[src/rtl/alu_seq_pkg.sv]
// ---------------------------------------------------------------------------
// alu_seq_pkg
//   Shared types and constants for the ALU issue sequencer:
//     - alu_seq_state_t : sequencer FSM states
//     - alu_rsp_t       : captured ALU response (result, HI, LO, flags)
//     - ALU_OP_*        : operation codes understood by the 32-bit MIPS ALU
//     - is_muldiv()     : true for operations that use the multi-cycle unit
//     - timeout_rsp()   : response word produced by a watchdog abort
// ---------------------------------------------------------------------------
package alu_seq_pkg;

    localparam int DATA_W  = 32;
    localparam int OP_W    = 5;
    localparam int SHAMT_W = 5;

    typedef enum logic [2:0] {
        ST_IDLE  = 3'd0,
        ST_ISSUE = 3'd1,
        ST_EXEC  = 3'd2,
        ST_RESP  = 3'd3,
        ST_FLUSH = 3'd4
    } alu_seq_state_t;

    typedef struct packed {
        logic [DATA_W-1:0] result;
        logic [DATA_W-1:0] hi;
        logic [DATA_W-1:0] lo;
        logic              bzero;
        logic              ov;
        logic              timeout;
    } alu_rsp_t;

    // ALU operation codes.
    localparam logic [OP_W-1:0] ALU_OP_ADD   = 5'd0;
    localparam logic [OP_W-1:0] ALU_OP_ADDU  = 5'd1;
    localparam logic [OP_W-1:0] ALU_OP_SUB   = 5'd2;
    localparam logic [OP_W-1:0] ALU_OP_SUBU  = 5'd3;
    localparam logic [OP_W-1:0] ALU_OP_AND   = 5'd4;
    localparam logic [OP_W-1:0] ALU_OP_OR    = 5'd5;
    localparam logic [OP_W-1:0] ALU_OP_XOR   = 5'd6;
    localparam logic [OP_W-1:0] ALU_OP_NOR   = 5'd7;
    localparam logic [OP_W-1:0] ALU_OP_SLT   = 5'd8;
    localparam logic [OP_W-1:0] ALU_OP_SLTU  = 5'd9;
    localparam logic [OP_W-1:0] ALU_OP_SLL   = 5'd10;
    localparam logic [OP_W-1:0] ALU_OP_SRL   = 5'd11;
    localparam logic [OP_W-1:0] ALU_OP_SRA   = 5'd12;
    localparam logic [OP_W-1:0] ALU_OP_MULT  = 5'd16;
    localparam logic [OP_W-1:0] ALU_OP_MULTU = 5'd17;
    localparam logic [OP_W-1:0] ALU_OP_DIV   = 5'd18;
    localparam logic [OP_W-1:0] ALU_OP_DIVU  = 5'd19;

    // Operations that run in the multi-cycle HI/LO unit and raise ALU_Stall.
    function automatic logic is_muldiv(input logic [OP_W-1:0] op);
        return (op == ALU_OP_MULT) || (op == ALU_OP_MULTU) ||
               (op == ALU_OP_DIV)  || (op == ALU_OP_DIVU);
    endfunction

    // A watchdog abort returns zeroed data with only the timeout flag set.
    function automatic alu_rsp_t timeout_rsp();
        alu_rsp_t r;
        r         = '0;
        r.timeout = 1'b1;
        return r;
    endfunction

endpackage

[src/rtl/alu_seq_watchdog.sv]
// ---------------------------------------------------------------------------
// alu_seq_watchdog
//   Saturating stall counter. Counts enabled cycles since the last clear and
//   flags the enabled cycle that brings the count to LIMIT (LIMIT >= 1).
//
//   clock   in  design clock, rising edge
//   reset   in  synchronous, active-high
//   clear   in  restart the count from zero (wins over enable)
//   enable  in  count this cycle
//   hit     out this enabled cycle is the LIMIT-th one (or later)
// ---------------------------------------------------------------------------
module alu_seq_watchdog #(
    parameter int               WIDTH = 8,
    parameter logic [WIDTH-1:0] LIMIT = 8'd200
) (
    input  logic clock,
    input  logic reset,
    input  logic clear,
    input  logic enable,
    output logic hit
);

    logic [WIDTH-1:0] count;

    always_ff @(posedge clock) begin
        if (reset) begin
            count <= '0;
        end else if (clear) begin
            count <= '0;
        end else if (enable && (count != LIMIT)) begin
            // Stops at LIMIT so a stuck stall can never wrap back to zero.
            count <= count + 1'b1;
        end
    end

    // Combinational so the owner can act in the same cycle the limit is hit.
    assign hit = enable && (count >= (LIMIT - 1'b1));

endmodule

[src/rtl/alu_seq_ctrl.sv]
// ---------------------------------------------------------------------------
// alu_seq_ctrl
//   Issue sequencer between an instruction-side requester and the 32-bit
//   MIPS ALU. Accepts one operation at a time, presents it to the ALU for a
//   single cycle, waits out ALU_Stall, captures the ALU outputs into a
//   response register and returns it over a valid/ready handshake. A stall
//   watchdog aborts stuck operations; an external flush aborts silently.
//
//   clock, reset                         clock / synchronous active-high reset
//   req_valid/req_ready, req_a, req_b,
//   req_op, req_shamt                    request channel
//   flush                                abort the in-flight operation
//   rsp_valid/rsp_ready, rsp_result,
//   rsp_hi, rsp_lo, rsp_bzero, rsp_ov,
//   rsp_timeout                          response channel
//   alu_a, alu_b, alu_op, alu_shamt,
//   alu_ex_stall, alu_ex_flush           drive to the ALU
//   alu_result, alu_hi, alu_lo,
//   alu_bzero, alu_ov, alu_stall         return from the ALU
// ---------------------------------------------------------------------------
module alu_seq_ctrl
    import alu_seq_pkg::*;
#(
    parameter int                   TIMEOUT_W   = 8,
    parameter logic [TIMEOUT_W-1:0] TIMEOUT_MAX = 8'd200
) (
    input  logic                clock,
    input  logic                reset,

    input  logic                req_valid,
    output logic                req_ready,
    input  logic [DATA_W-1:0]   req_a,
    input  logic [DATA_W-1:0]   req_b,
    input  logic [OP_W-1:0]     req_op,
    input  logic [SHAMT_W-1:0]  req_shamt,

    input  logic                flush,

    output logic                rsp_valid,
    input  logic                rsp_ready,
    output logic [DATA_W-1:0]   rsp_result,
    output logic [DATA_W-1:0]   rsp_hi,
    output logic [DATA_W-1:0]   rsp_lo,
    output logic                rsp_bzero,
    output logic                rsp_ov,
    output logic                rsp_timeout,

    output logic [DATA_W-1:0]   alu_a,
    output logic [DATA_W-1:0]   alu_b,
    output logic [OP_W-1:0]     alu_op,
    output logic [SHAMT_W-1:0]  alu_shamt,
    output logic                alu_ex_stall,
    output logic                alu_ex_flush,

    input  logic [DATA_W-1:0]   alu_result,
    input  logic [DATA_W-1:0]   alu_hi,
    input  logic [DATA_W-1:0]   alu_lo,
    input  logic                alu_bzero,
    input  logic                alu_ov,
    input  logic                alu_stall
);

    alu_seq_state_t state;
    alu_seq_state_t state_next;
    alu_rsp_t       rsp_q;

    logic accept;        // request taken this cycle
    logic exec_done;     // ALU finished and nothing aborts it
    logic exec_timeout;  // watchdog expires this cycle
    logic abort;         // external flush of the in-flight operation
    logic wd_enable;
    logic wd_hit;

    // -----------------------------------------------------------------------
    // Cycle qualifiers. flush is checked first everywhere so that it beats a
    // completing ALU in the same EXEC cycle.
    // -----------------------------------------------------------------------
    assign accept       = (state == ST_IDLE) && req_valid;
    assign abort        = ((state == ST_ISSUE) || (state == ST_EXEC)) && flush;
    assign exec_done    = (state == ST_EXEC) && !flush && !alu_stall;
    assign wd_enable    = (state == ST_EXEC) && !flush && alu_stall;
    assign exec_timeout = wd_hit;

    // Cleared on entry to ISSUE, so every operation gets a full budget.
    alu_seq_watchdog #(
        .WIDTH (TIMEOUT_W),
        .LIMIT (TIMEOUT_MAX)
    ) u_watchdog (
        .clock  (clock),
        .reset  (reset),
        .clear  (accept),
        .enable (wd_enable),
        .hit    (wd_hit)
    );

    // -----------------------------------------------------------------------
    // FSM: state register
    // -----------------------------------------------------------------------
    // NOTE: clocked state uses non-blocking (<=) so every flop samples the
    // pre-edge values of the others, independent of block ordering.
    always_ff @(posedge clock) begin
        if (reset) begin
            state <= ST_IDLE;
        end else begin
            state <= state_next;
        end
    end

    // -----------------------------------------------------------------------
    // FSM: next-state logic
    // -----------------------------------------------------------------------
    // NOTE: state_next is given a default before the case so every path
    // assigns it; a missing assignment here would infer a latch.
    always_comb begin
        state_next = state;
        case (state)
            ST_IDLE: begin
                if (req_valid) state_next = ST_ISSUE;
            end
            ST_ISSUE: begin
                state_next = flush ? ST_FLUSH : ST_EXEC;
            end
            ST_EXEC: begin
                if (flush)             state_next = ST_FLUSH;
                else if (!alu_stall)   state_next = ST_RESP;
                else if (exec_timeout) state_next = ST_FLUSH;
            end
            ST_RESP: begin
                if (rsp_ready) state_next = ST_IDLE;
            end
            ST_FLUSH: begin
                // A watchdog abort still owes the requester a response; an
                // external flush does not.
                state_next = rsp_q.timeout ? ST_RESP : ST_IDLE;
            end
            default: begin
                state_next = ST_IDLE;
            end
        endcase
    end

    // -----------------------------------------------------------------------
    // FSM: outputs
    // -----------------------------------------------------------------------
    always_comb begin
        req_ready    = 1'b0;
        rsp_valid    = 1'b0;
        alu_ex_stall = 1'b1;
        alu_ex_flush = 1'b0;
        case (state)
            ST_IDLE:  req_ready    = 1'b1;
            // The only cycle the ALU EX stage is allowed to advance.
            ST_ISSUE: alu_ex_stall = 1'b0;
            ST_RESP:  rsp_valid    = 1'b1;
            ST_FLUSH: alu_ex_flush = 1'b1;
            default:  ;
        endcase
    end

    // -----------------------------------------------------------------------
    // Operand register. Loaded only on accept, so the ALU pins hold the last
    // operation while idle instead of dropping to zero.
    // -----------------------------------------------------------------------
    always_ff @(posedge clock) begin
        if (reset) begin
            alu_a     <= '0;
            alu_b     <= '0;
            alu_op    <= '0;
            alu_shamt <= '0;
        end else if (accept) begin
            alu_a     <= req_a;
            alu_b     <= req_b;
            alu_op    <= req_op;
            alu_shamt <= req_shamt;
        end
    end

    // -----------------------------------------------------------------------
    // Response register. Written only on leaving EXEC/ISSUE, so it is stable
    // for the whole RESP window. An external abort zeroes it so a stale
    // timeout flag cannot steer FLUSH into RESP.
    // -----------------------------------------------------------------------
    always_ff @(posedge clock) begin
        if (reset) begin
            rsp_q <= '0;
        end else if (abort) begin
            rsp_q <= '0;
        end else if (exec_done) begin
            rsp_q <= '{result:  alu_result,
                       hi:      alu_hi,
                       lo:      alu_lo,
                       bzero:   alu_bzero,
                       ov:      alu_ov,
                       timeout: 1'b0};
        end else if (exec_timeout) begin
            rsp_q <= timeout_rsp();
        end
    end

    assign rsp_result  = rsp_q.result;
    assign rsp_hi      = rsp_q.hi;
    assign rsp_lo      = rsp_q.lo;
    assign rsp_bzero   = rsp_q.bzero;
    assign rsp_ov      = rsp_q.ov;
    assign rsp_timeout = rsp_q.timeout;

endmodule
[config.mk]
export PLATFORM = sky130hd
export DESIGN_NAME = alu_seq_ctrl
export DESIGN_NICKNAME = d
export VERILOG_FILES = /design/src/rtl/alu_seq_pkg.sv /design/src/rtl/alu_seq_watchdog.sv /design/src/rtl/alu_seq_ctrl.sv
export SDC_FILE = /design/constraint.sdc
export NUM_CORES = 1
export LEC_CHECK = 0
export ABC_AREA = 1
export BUFFER_PORTS_ARGS = -buffer_cell sky130_fd_sc_hd__clkbuf_2
export CAP_MARGIN = 10
export CELL_PAD_IN_SITES_DETAIL_PLACEMENT = 1
export CELL_PAD_IN_SITES_GLOBAL_PLACEMENT = 2
export CORE_ASPECT_RATIO = 0.5
export CORE_MARGIN = 2
export CORE_UTILIZATION = 21
export DETAILED_ROUTE_END_ITERATION = 8
export HOLD_SLACK_MARGIN = 0.1
export PLACE_DENSITY = 0.85
export RECOVER_POWER = 50
export SETUP_SLACK_MARGIN = 0.05
export SLEW_MARGIN = 20
export SYNTH_ARGS = -nofsm -noshare
export SYNTH_HDL_FRONTEND = slang
export SYNTH_SLANG_ARGS = --single-unit
[constraint.sdc]
create_clock -name clock -period 1.5 [get_ports clock]
set_input_delay 0.3 -clock clock [delete_from_list [all_inputs] [get_ports clock]]
set_output_delay 0.3 -clock clock [all_outputs]
set_load 0.02 [all_outputs]
== After elaboration in Yosys (flattened, before gate mapping) ==
Index checks and enable logic that the tools add are counted.
Widths: inputs -> output; s select.

* $add $sub $neg: 1
* Order comparisons: 1
* Equality and inequality tests: 8
* Muxes and demuxes: 14
* Reduce and logical (&&, ||, !) cells: 16

{| class="wikitable"
|+ Operators with widths
! cell !! number
|-
| $mux 99 || 2
|-
| $mux 3 || 6
|-
| $pmux 3 s5 || 1
|-
| $add 8x1->8 const B || 1
|-
| $ge 8x8->1 const B || 1
|-
| $ne 8x8->1 const B || 1
|-
| $logic_and 1x1->1 || 7
|-
| $eq 3x2->1 const B || 2
|-
| $mux 1 || 4
|-
| $ne 2x2->1 const B || 2
|-
| $ne 4x4->1 const B || 1
|-
| $reduce_or 2->1 || 2
|-
| $eq 3x1->1 const B || 1
|-
| $eq 3x3->1 const B || 1
|-
| $logic_not 3->1 || 1
|-
| $reduce_and 3->1 || 1
|-
| $reduce_or 3->1 || 1
|-
| $logic_not 1->1 || 2
|-
| $mux 2 || 1
|-
| $reduce_bool 2->1 || 1
|-
| $logic_or 1x1->1 || 1
|}

* Register bits after elaboration: 184
* Bits of input ports: 178
* Output and inout bits: 177
* Logic and storage cells: 52

== Depth between registers and ports, before layout ==
Gate-level depths: netlist of the first run.

* Word-level depth: 8
* Mapped depth: 10
* Mapped depth without buffers: 8

== By module ==
A second synthesis of the first run with hierarchy kept.

* Cell total of the unflattened synthesis: 881
* Area total of the unflattened synthesis: 6,905.4 µm²

{| class="wikitable"
|+ By module, submodules not included
! module !! instances !! cells an instance !! area each (µm²) !! sequential area each (µm²)
|-
| alu_seq_ctrl || 1 || 804 || 6,403.6 || 3,523.4
|-
| alu_seq_watchdog || 1 || 77 || 501.7 || 160.2
|}

== Worst setup path after synthesis of the first run ==
Ideal clock, no wire load.

* Path type: register -> register
* Start point: register u_watchdog.count[0]
* End point: register rsp_q (netlist bit rsp_result[11])
* Setup time: 0.070 ns
* Data arrival time: 1.478 ns
* Required time: 1.430 ns
* Setup slack: -0.047 ns
* Cell stages (with the launch flop): 11
* Path buffers: 2
* Period minus slack after synthesis: 1.547 ns
* Cell sequence: dfxtp_1 > ha_1 > nand2_1 > nand2_1 > nor2_1 > nor2_1 > nand2_1 > buf_2 > buf_6 > nand3_1 > a21oi_1

* Cells in the longest elaborated chain, start to end: 3

{| class="wikitable"
|+ Ends and longest elaborated chain
! item !! line !! text
|-
| start, declared || alu_seq_watchdog.sv:23 || <nowiki>logic [WIDTH-1:0] count;</nowiki>
|-
| start signal, assigned || alu_seq_watchdog.sv:32 || <nowiki>count <= count + 1'b1;</nowiki>
|-
| $ge 8x8->1 || alu_seq_watchdog.sv:37 || <nowiki>assign hit = enable && (count >= (LIMIT - 1'b1));</nowiki>
|-
| $logic_and 1x1->1 || alu_seq_watchdog.sv:37 ||
|-
| $reduce_bool 2->1 (no source line) || - ||
|-
| end signal, assigned || alu_seq_ctrl.sv:189 || <nowiki>rsp_q <= '{result: alu_result,</nowiki>
|-
| end signal, assigned || alu_seq_ctrl.sv:196 || <nowiki>rsp_q <= timeout_rsp();</nowiki>
|-
| end, declared || alu_seq_ctrl.sv:65 || <nowiki>alu_rsp_t rsp_q;</nowiki>
|}

No other way between the ends.
A chain may end at the register's enable or synchronous reset.

== Final worst setup path of the first run ==
* Start point: register u_watchdog.count[0]
* End point: register rsp_q (netlist bit rsp_hi[26])

The elaborated chain is that of the path after synthesis.

==> impl.org, run 1 <==
** Run status
- The flow ran to the end, but the final reports show violations.
- The final reports fail on negative setup slack.

** Clocking
- In this run the deepest clock path goes through 2 buffers.
- Clock-pin slew on the worst setup and hold paths :: 0.08 ns
- CTS placed an instance of clkbuf_16 at the clock tree root.
- # H-tree levels :: 4
- The tree built by TritonCTS fans out to 184 sinks.
- Buffers inserted during clock tree synthesis total 17.
- The later pin in the worst-skew pair is clocked with a latency of 0.45 ns.
- TritonCTS built the clock tree.

** Logic synthesis
- Flip-flop and latch count after synthesis :: 184
- Yosys printed 0 warnings.
- In this run the cell area of the synthesized design comes to 6940 um2.
- Post-Synthesis Cells :: 889
- Share of async-settable or async-resettable flops after synthesis :: 0%
- Total nets after synthesis :: 1069
- Sequential elements use 53.1% of the synthesized area.
- Most used flip-flop cell after synthesis :: dfxtp_1
- Post-synth EDFFs :: 0
- A synthesized cell averages 7.81 um2.
- Yosys mapped the design onto 25 distinct sky130hd cell types.

** Placement
- Quantity of I/O buffers inserted on ports :: 354
- Final weighted congestion of routability-driven global placement :: 0.840
- Post-detailed-placement half-perimeter wirelength :: 20100 um
- At the placement stage, the worst setup path has a slack of -0.319 ns.

** Power and ir drop
- LEAKAGE :: 0.00579 uW
- Sequential cell fraction of total power :: 38.7%
- In this run the power spent charging and discharging nets is 4380 uW.
- In this run, the clock network consumes 33.7% of the power.
- Internal power comes to 9350 uW.
- Combinational logic is responsible for 27.6% of the overall power.
- Power density of the placed cells :: 962 nW/um2
- Worst-case vdd ir drop :: 589 uV
- Summing internal, switching and leakage power gives 13700 uW.
- Switching share of total power :: 31.9%

** Final layout
- Registers take 3700 um2.
- Counting the fill cells in the layout gives 3796.
- Most common cell after layout, fill and taps aside :: clkbuf_2
- Final net count :: 1647
- Highest-count cells in the layout ignoring fill and taps :: 252 x clkbuf_2, 178 x dfxtp_1, 160 x dlygate4sd3_1
- Area overhead of the layout relative to synthesis :: 105%
- The multi-input combinational cells in the finished layout cover a total of 4160 um2.
- In the final layout, the share of cells above drive strength 1 is 45.5%.

** STA
- For the finished layout, the period the worst path requires is 1.70 ns.
- The count of final hold-check violations was 0.
- Headroom to the max-slew limit came out at 70.8%.
- Slew at the pin with the worst max-slew slack :: 0.438 ns
- Based on the critical path, the design can be clocked at up to 587 MHz.
- The tightest hold path in the finished design has a slack of 0.126 ns.
- Setup skew after layout :: 0.0158 ns
- Max-slew violation count :: 0
- After layout, the worst path uses 114% of the clock period.
- Crit path setup slack, layout :: -0.203 ns
- Unrepaired setup endpoints after global routing :: true
- Setup violations remaining at the end of the flow were counted as 143.

** Worst setup path
- Type of destination of the critical path :: flop
- Data on the critical path arrives at its endpoint at 2.08 ns.
- The worst setup path is of the flop to flop kind.
- Of all nets on the critical path, the largest fanout is 5.
- Kind of start point of the critical path :: flop
- Req. time, crit path :: 1.88 ns
- For flop-to-flop paths, the worst setup slack is -0.20 ns.

** Detailed routing
- Remaining number of nets flagged by the antenna check after routing :: 0
- Routed wire length :: 40500 um
- Via count :: 9301
- Routed wire per std cell :: 21.0 um
- After detailed routing, the number of remaining DRC violations is 0.
- Iteration count of the initial detailed-routing pass :: 5
- For this block, the initial DRC count from the detailed router was 425.
- Detail-routed via count per cell :: 4.83

** Global route
- Wire length of the first global-routing pass :: 52300 um
- For this run, the total global-route usage over all layers was measured as 19.3%.
- Largest net degree at the start of global routing :: 63
- Initial antenna violation count :: 4
- Vias in the first global route :: 9563
- Global routing finished with a remaining overflow of 0.

** Die
- Area inside the core boundary :: 32800 um2
- Width of the die :: 261 um
- The die covers 34600 um2.
- Top-Level Pins :: 355
- Number of rows created at floorplan :: 47
- In this run the vertical extent of the chip is 133 um.
- Initial Util :: 21.2%

** Hold path
- Worst hold-check path type :: input pin to flop

** Flow run
- Across the run, the number of max-cap violations was 0.
[critical path, cell delays in order (launching register included)]
cell and delay, ns:
dfxtp_2 0.35, ha_4 0.16, nand2_2 0.07, nand2_2 0.08
nor2_4 0.14, nor2_4 0.05, nand2_4 0.12, buf_12 0.14
buf_12 0.13, buf_16 0.13, nand3_2 0.09, a21oi_2 0.17
[layout make-up]
| class | count | area share, % |
|---|---|---|
| multi-input cells | 609 | 29.2 |
| clock inverters | 11 | 0.763 |
| repair buffers | 634 | 36.2 |
| flip-flops and latches | 184 | 25.9 |
| well taps | 441 | 3.87 |
| diodes | 4 | 0.0702 |
| inverters | 21 | 0.693 |
| clock buffers | 21 | 3.30 |
[worst paths after layout]
check                                    startpoint         end  depth (start not counted)
worst max-delay path            u_watchdog.count[0]  rsp_hi[26]                         11
worst min-delay path                      req_b[18]   alu_b[18]                          3
worst max register to register  u_watchdog.count[0]  rsp_hi[26]                         11
worst min register to register            alu_b[14]   alu_b[14]                          2
[sequential cells by signal, summed over array words and instances (netlist names)]
register,flops
rsp_lo,32
rsp_hi,32
rsp_ov,1
rsp_timeout,1
alu_shamt,5
rsp_result,32
rsp_bzero,1
alu_op,5
state,3
alu_a,32
u_watchdog.count,8
alu_b,32
[kinds of logic (layout without fill, tap and decap cells)]
logic type,count (synthesis),count (layout),synth area share [%]
fa+ha+maj,2,2,0.360
xor+xnor,3,3,0.379
other cells,0,4,0
simple gates,416,416,26.2
compound gates,188,188,13.7
flops,184,184,53.1
buf+inv,96,687,6.33
[per-stage QoR]
step	setup TNS (ns)	cell area [um2]	utilization, %	instances
after floorplan	0	6960	-	889
after global placement	-0.934	9450	28.8	1653
after detailed placement	-13.86	9450	28.8	1653
after CTS	-5.57	12600	38.5	1884
after global routing	-20.39	14300	43.5	1925
final	-11.29	14300	43.5	1925
[cells in the mapped netlist (all sizes together) (2+ instances only)]
master | instances | area share, %
o21ai | 2 | 0.14
nand4 | 3 | 0.27
a21oi | 184 | 13
ha | 2 | 0.36
nand3 | 183 | 13
clkbuf | 41 | 2.2
nor2 | 12 | 0.72
buf | 34 | 3.0
dfxtp | 184 | 53
inv | 21 | 1.1
xor2 | 3 | 0.38
nand2 | 214 | 12
[per-layer routing]
| metal | vias to the layer above | GRT usage, % | part of all wire (%) |
|---|---|---|---|
| met5 | - | 0 | 0 |
| met4 | 0 | 10.5 | 6.4 |
| met3 | 169 | 3.79 | 3.2 |
| met2 | 335 | 35.8 | 53 |
| met1 | 4621 | 20.4 | 37 |
| li1 | 4176 | - | - |
[power groups by stage]
stage / sequential (uW) / clock, uW / combinational, uW
6_report: 5320 / 4620 / 3790
5_1_grt: 5340 / 4970 / 3980
4_1_cts: 5250 / 4730 / 2760
3_5_place_dp: 5350 / 0 / 1980
3_3_place_gp: 5340 / 0 / 1910
2_1_floorplan: 5610 / 0 / 815
[timing repair]
| action | 4_1_cts | 5_1_grt |
|---|---|---|
| pin swaps | 21 | 47 |
| endpoints found under the hold margin | 159 | 1 |
| gates resized for setup | 110 | 313 |
| hold buffers | 159 | 1 |
| buffers inserted | 29 | 23 |
| gates cloned | 12 | 21 |
| endpoints found under the setup margin | 183 | 166 |
No activity file was read; power rests on OpenSTA's default activity.
==> run 2, diff against run 1 <==
CELL_PAD_IN_SITES_DETAIL_PLACEMENT = not set   (was 1)
CELL_PAD_IN_SITES_GLOBAL_PLACEMENT = not set   (was 2)
CORE_UTILIZATION = 35   (was 21)
PLACE_DENSITY = 0.78   (was 0.85)
==> run 2 against run 1 <==
Compared with the run above: the flow still finishes with violations (negative setup slack); clock skew is 0.0093 ns lower; non-clock buffer count down 85; final area is 18% lower; sequential power shrank 1%; sequential share of layout area increased by 5.5 points; combinational power fell by 31%; first-iteration DRC count grew 78%; utilization is 17 points higher; critical path depth down 6; routed wire length decreased by 30%; register-to-register slack gained 0.13 ns; flip-flop and latch count did not move; critical path type is now flop to output port; largest power group unchanged.
==> impl.org, run 2 (synthesized netlist as in run 1, its figures left out) <==
** Global route
- Met3 Resource Use GR :: 7.02% (+3.2 points)
- The met2 demand-to-capacity share in global routing was 44.3% (+8.4 points).
- The initial antenna violation count is 2 (-2).
- All-Layer GR Usage :: 25.8% (+6.5 points)
- Largest net degree at the start of global routing :: 76 (+21%)
- The overflow left after global routing came to 0 (unchanged).
- The wire length of the first global-routing pass was 43300 um (-17%).
- The number of global-route vias before repair is 8694 (-9.1%).
- The met1 track demand over resource in global routing came to 28.3% (+7.9 points).
- Routing layer with the top usage in global route :: met2

** Hold path
- In this run the most critical hold path is launched from req_shamt[1].
- The tightest min-delay check is of the input pin to flop type.

** Worst setup path
- Crit path to :: req_ready
- Type of destination of the critical path :: output port
- Number of cells traversed by the worst register-to-register path :: 9 (-2)
- The required time of the critical path is 1.20 ns (-0.68 ns).
- CP Launch Point :: state[1]
- Kind of start point of the critical path :: flop
- The worst register-to-register path ends at rsp_hi[13].
- Start of the worst register-to-register path :: state[2]
- The slack of the worst reg-to-reg path was -0.07 ns (+0.13 ns).
- Crit Path Category :: flop to output port
- Worst EP arrival :: 1.27 ns (-0.81 ns)
- The biggest fanout along the worst timing path was 5 (unchanged).

** Final layout
- Leaving out fill and tap cells, the most frequent cell in the layout is clkbuf_2.
- Summed area of non-filler cells in the final layout :: 11800 um2 (-18%)
- Highest-count cells in the layout ignoring fill and taps :: 235 x clkbuf_2, 202 x nand2_1, 179 x dfxtp_1
- The number of inserted filler cells in the final layout is 1609 (-58%).
- Layout cell share with drive strength beyond 1 :: 28.2% (-17 points)
- Non-filler cells, final :: 1663 (-14%)
- Area overhead of the layout relative to synthesis :: 69.5%
- Final net count :: 1562 (-5.2%)

** Die
- Area inside the core boundary :: 19500 um2 (-41%)
- Initial Util :: 35.7% (+15 points)
- Top-Level Pins :: 355 (unchanged)
- Width of the die :: 203 um (-22%)
- Die H :: 104 um (-22%)
- Number of rows created at floorplan :: 36 (-23%)
- The die footprint is 21000 um2 (-39%).

** Detailed routing
- The number of iterations in the first detailed-routing pass is 7 (+2).
- Routed wire per std cell :: 17.1 um (-19%)
- Number of violations reported at the end of detailed-routing iteration 0 :: 758 (+78%)
- The number of vias in the routed layout was 8732 (-6.1%).
- The routed via count divided by cell count was 5.25 (+8.7%).
- Remaining routing DRC violations :: 0 (unchanged)
- The number of nets with antenna violations after detailed routing is 0 (unchanged).
- The total wire length came to 28400 um (-30%).

** Placement
- Final weighted congestion of routability-driven global placement :: 0.891 (+6.1%)
- Worst Setup Slack post-DPL :: -0.120 ns (+0.199 ns)
- Post-detailed-placement cell area :: 9140 um2 (-3.2%)
- The detailed placement HPWL was 15000 um (-26%).
- The placed instance count came to 1469 (-11%).
- The count of buffers from port buffering is 354 (unchanged).

** STA
- The worst setup slack after layout was -0.0707 ns (+0.132 ns).
- The final critical delay including setup and external delays is 1.57 ns (-0.132 ns).
- Slew at the pin with the worst max-slew slack :: 0.474 ns (+0.0360 ns)
- The worst clock skew is 0.00648 ns (-0.00928 ns).
- Maximum operating frequency :: 637 MHz (+8.4%)
- Slew headroom :: 68.4% (-2.4 points)
- The count of final setup violators was 63 (-56%).
- Unrepaired setup endpoints after global routing :: true
- The count of final hold-check violations was 0 (unchanged).
- Max-slew violation count :: 0 (unchanged)
- The worst hold-check slack came to 0.116 ns (-0.0100 ns).
- Final clock period utilization by the worst path :: 105% (-8.8 points)

** Clocking
- Cell at the root of the clock tree :: clkbuf_16
- TritonCTS clock tree :: done
- The clock net sink count was 184 (unchanged).
- The maximum clock path buffer count was 2 (unchanged).
- The worst-skew pair later-pin latency came to 0.44 ns (about the same).
- The maximum level of the CTS H-tree was 4 (unchanged).
- CTS Buf Count :: 17 (unchanged)
- The clock slew seen by the registers of the worst setup and hold paths is 0.07 ns (about the same).

** Power and ir drop
- Power density of the placed cells :: 1060 nW/um2 (+9.7%)
- LEAKAGE :: 0.00485 uW (-16%)
- The post-layout total power is 12400 uW (-9.5%).
- The worst voltage drop across the vdd grid is 861 uV (+46%).

** Run status
- Violations in the final reports :: negative setup slack
- Status :: finished with violations

** Flow run
- Max-cap violations :: 0 (unchanged)
-- run 2: changes by cell type in the layout (fill, tap and decap cells not counted), moves of 26 or more --
cell	delta
a21oi_1	+106
nand3_1	+36
dlygate4sd3_1	-30
nand2_1	+63
a21oi_2	-98
nand3_2	-26
nand2_4	-37
-- run 2: report_power, final --
group | total (uW) | switching, uW | internal, uW
logic | 2610 | 1440 | 1170
clock network | 4560 | 1960 | 2600
registers | 5250 | 137 | 5120
total | 12400 | 3540 | 8880
-- run 2: worst min-delay path by stage --
stage	endpoint	slack (ns)	depth (start not counted)
6_report	alu_shamt[1]	0.12	3
2_1_floorplan	rsp_bzero	0.45	2
4_1_cts	rsp_lo[19]	0.10	3
5_1_grt	alu_b[31]	0.10	3
3_5_place_dp	alu_op[2]	0.45	2
3_3_place_gp	alu_b[18]	0.45	2
-- run 2: layer usage --
| metal | vias to the layer above | share of wire [%] |
|---|---|---|
| li1 | 3992 | - |
| met1 | 4072 | 38 |
| met2 | 523 | 49 |
| met3 | 145 | 7.8 |
| met4 | 0 | 5.2 |
| met5 | - | 0 |
-- run 2: area by class of cell --
type | count | area, um2 | area share (%)
clock inverter | 10 | 118 | 0.999
clock buffer | 22 | 474 | 4.03
timing repair buffer | 549 | 3980 | 33.8
sequential | 184 | 3690 | 31.4
inverter | 21 | 96.3 | 0.819
tap | 266 | 333 | 2.83
antenna | 2 | 5.00 | 0.0425
multi-input combinational | 609 | 3070 | 26.1
-- run 2: repair_timing --
action	CTS	global route
resized for setup	49	50
pin swaps	6	15
gates cloned	11	3
hold endpoints to repair	128	2
hold buffers	128	2
endpoints found under the setup margin	115	165
buffers inserted	15	2
-- run 2: per-stage QoR --
stage | TNS (ns) | util (%)
2_1_floorplan | 0 | -
3_3_place_gp | -0.301 | 47.0
3_5_place_dp | -0.895 | 47.0
4_1_cts | -1.09 | 59.9
5_1_grt | -9.55 | 60.5
6_report | -1.45 | 60.5
-- run 2: critical path, stage by stage, from the launching register on --
cell     delay (ns)
dfxtp_4        0.41
inv_4          0.06
nand2_2        0.07
inv_2          0.06
buf_12         0.12
buf_8          0.12
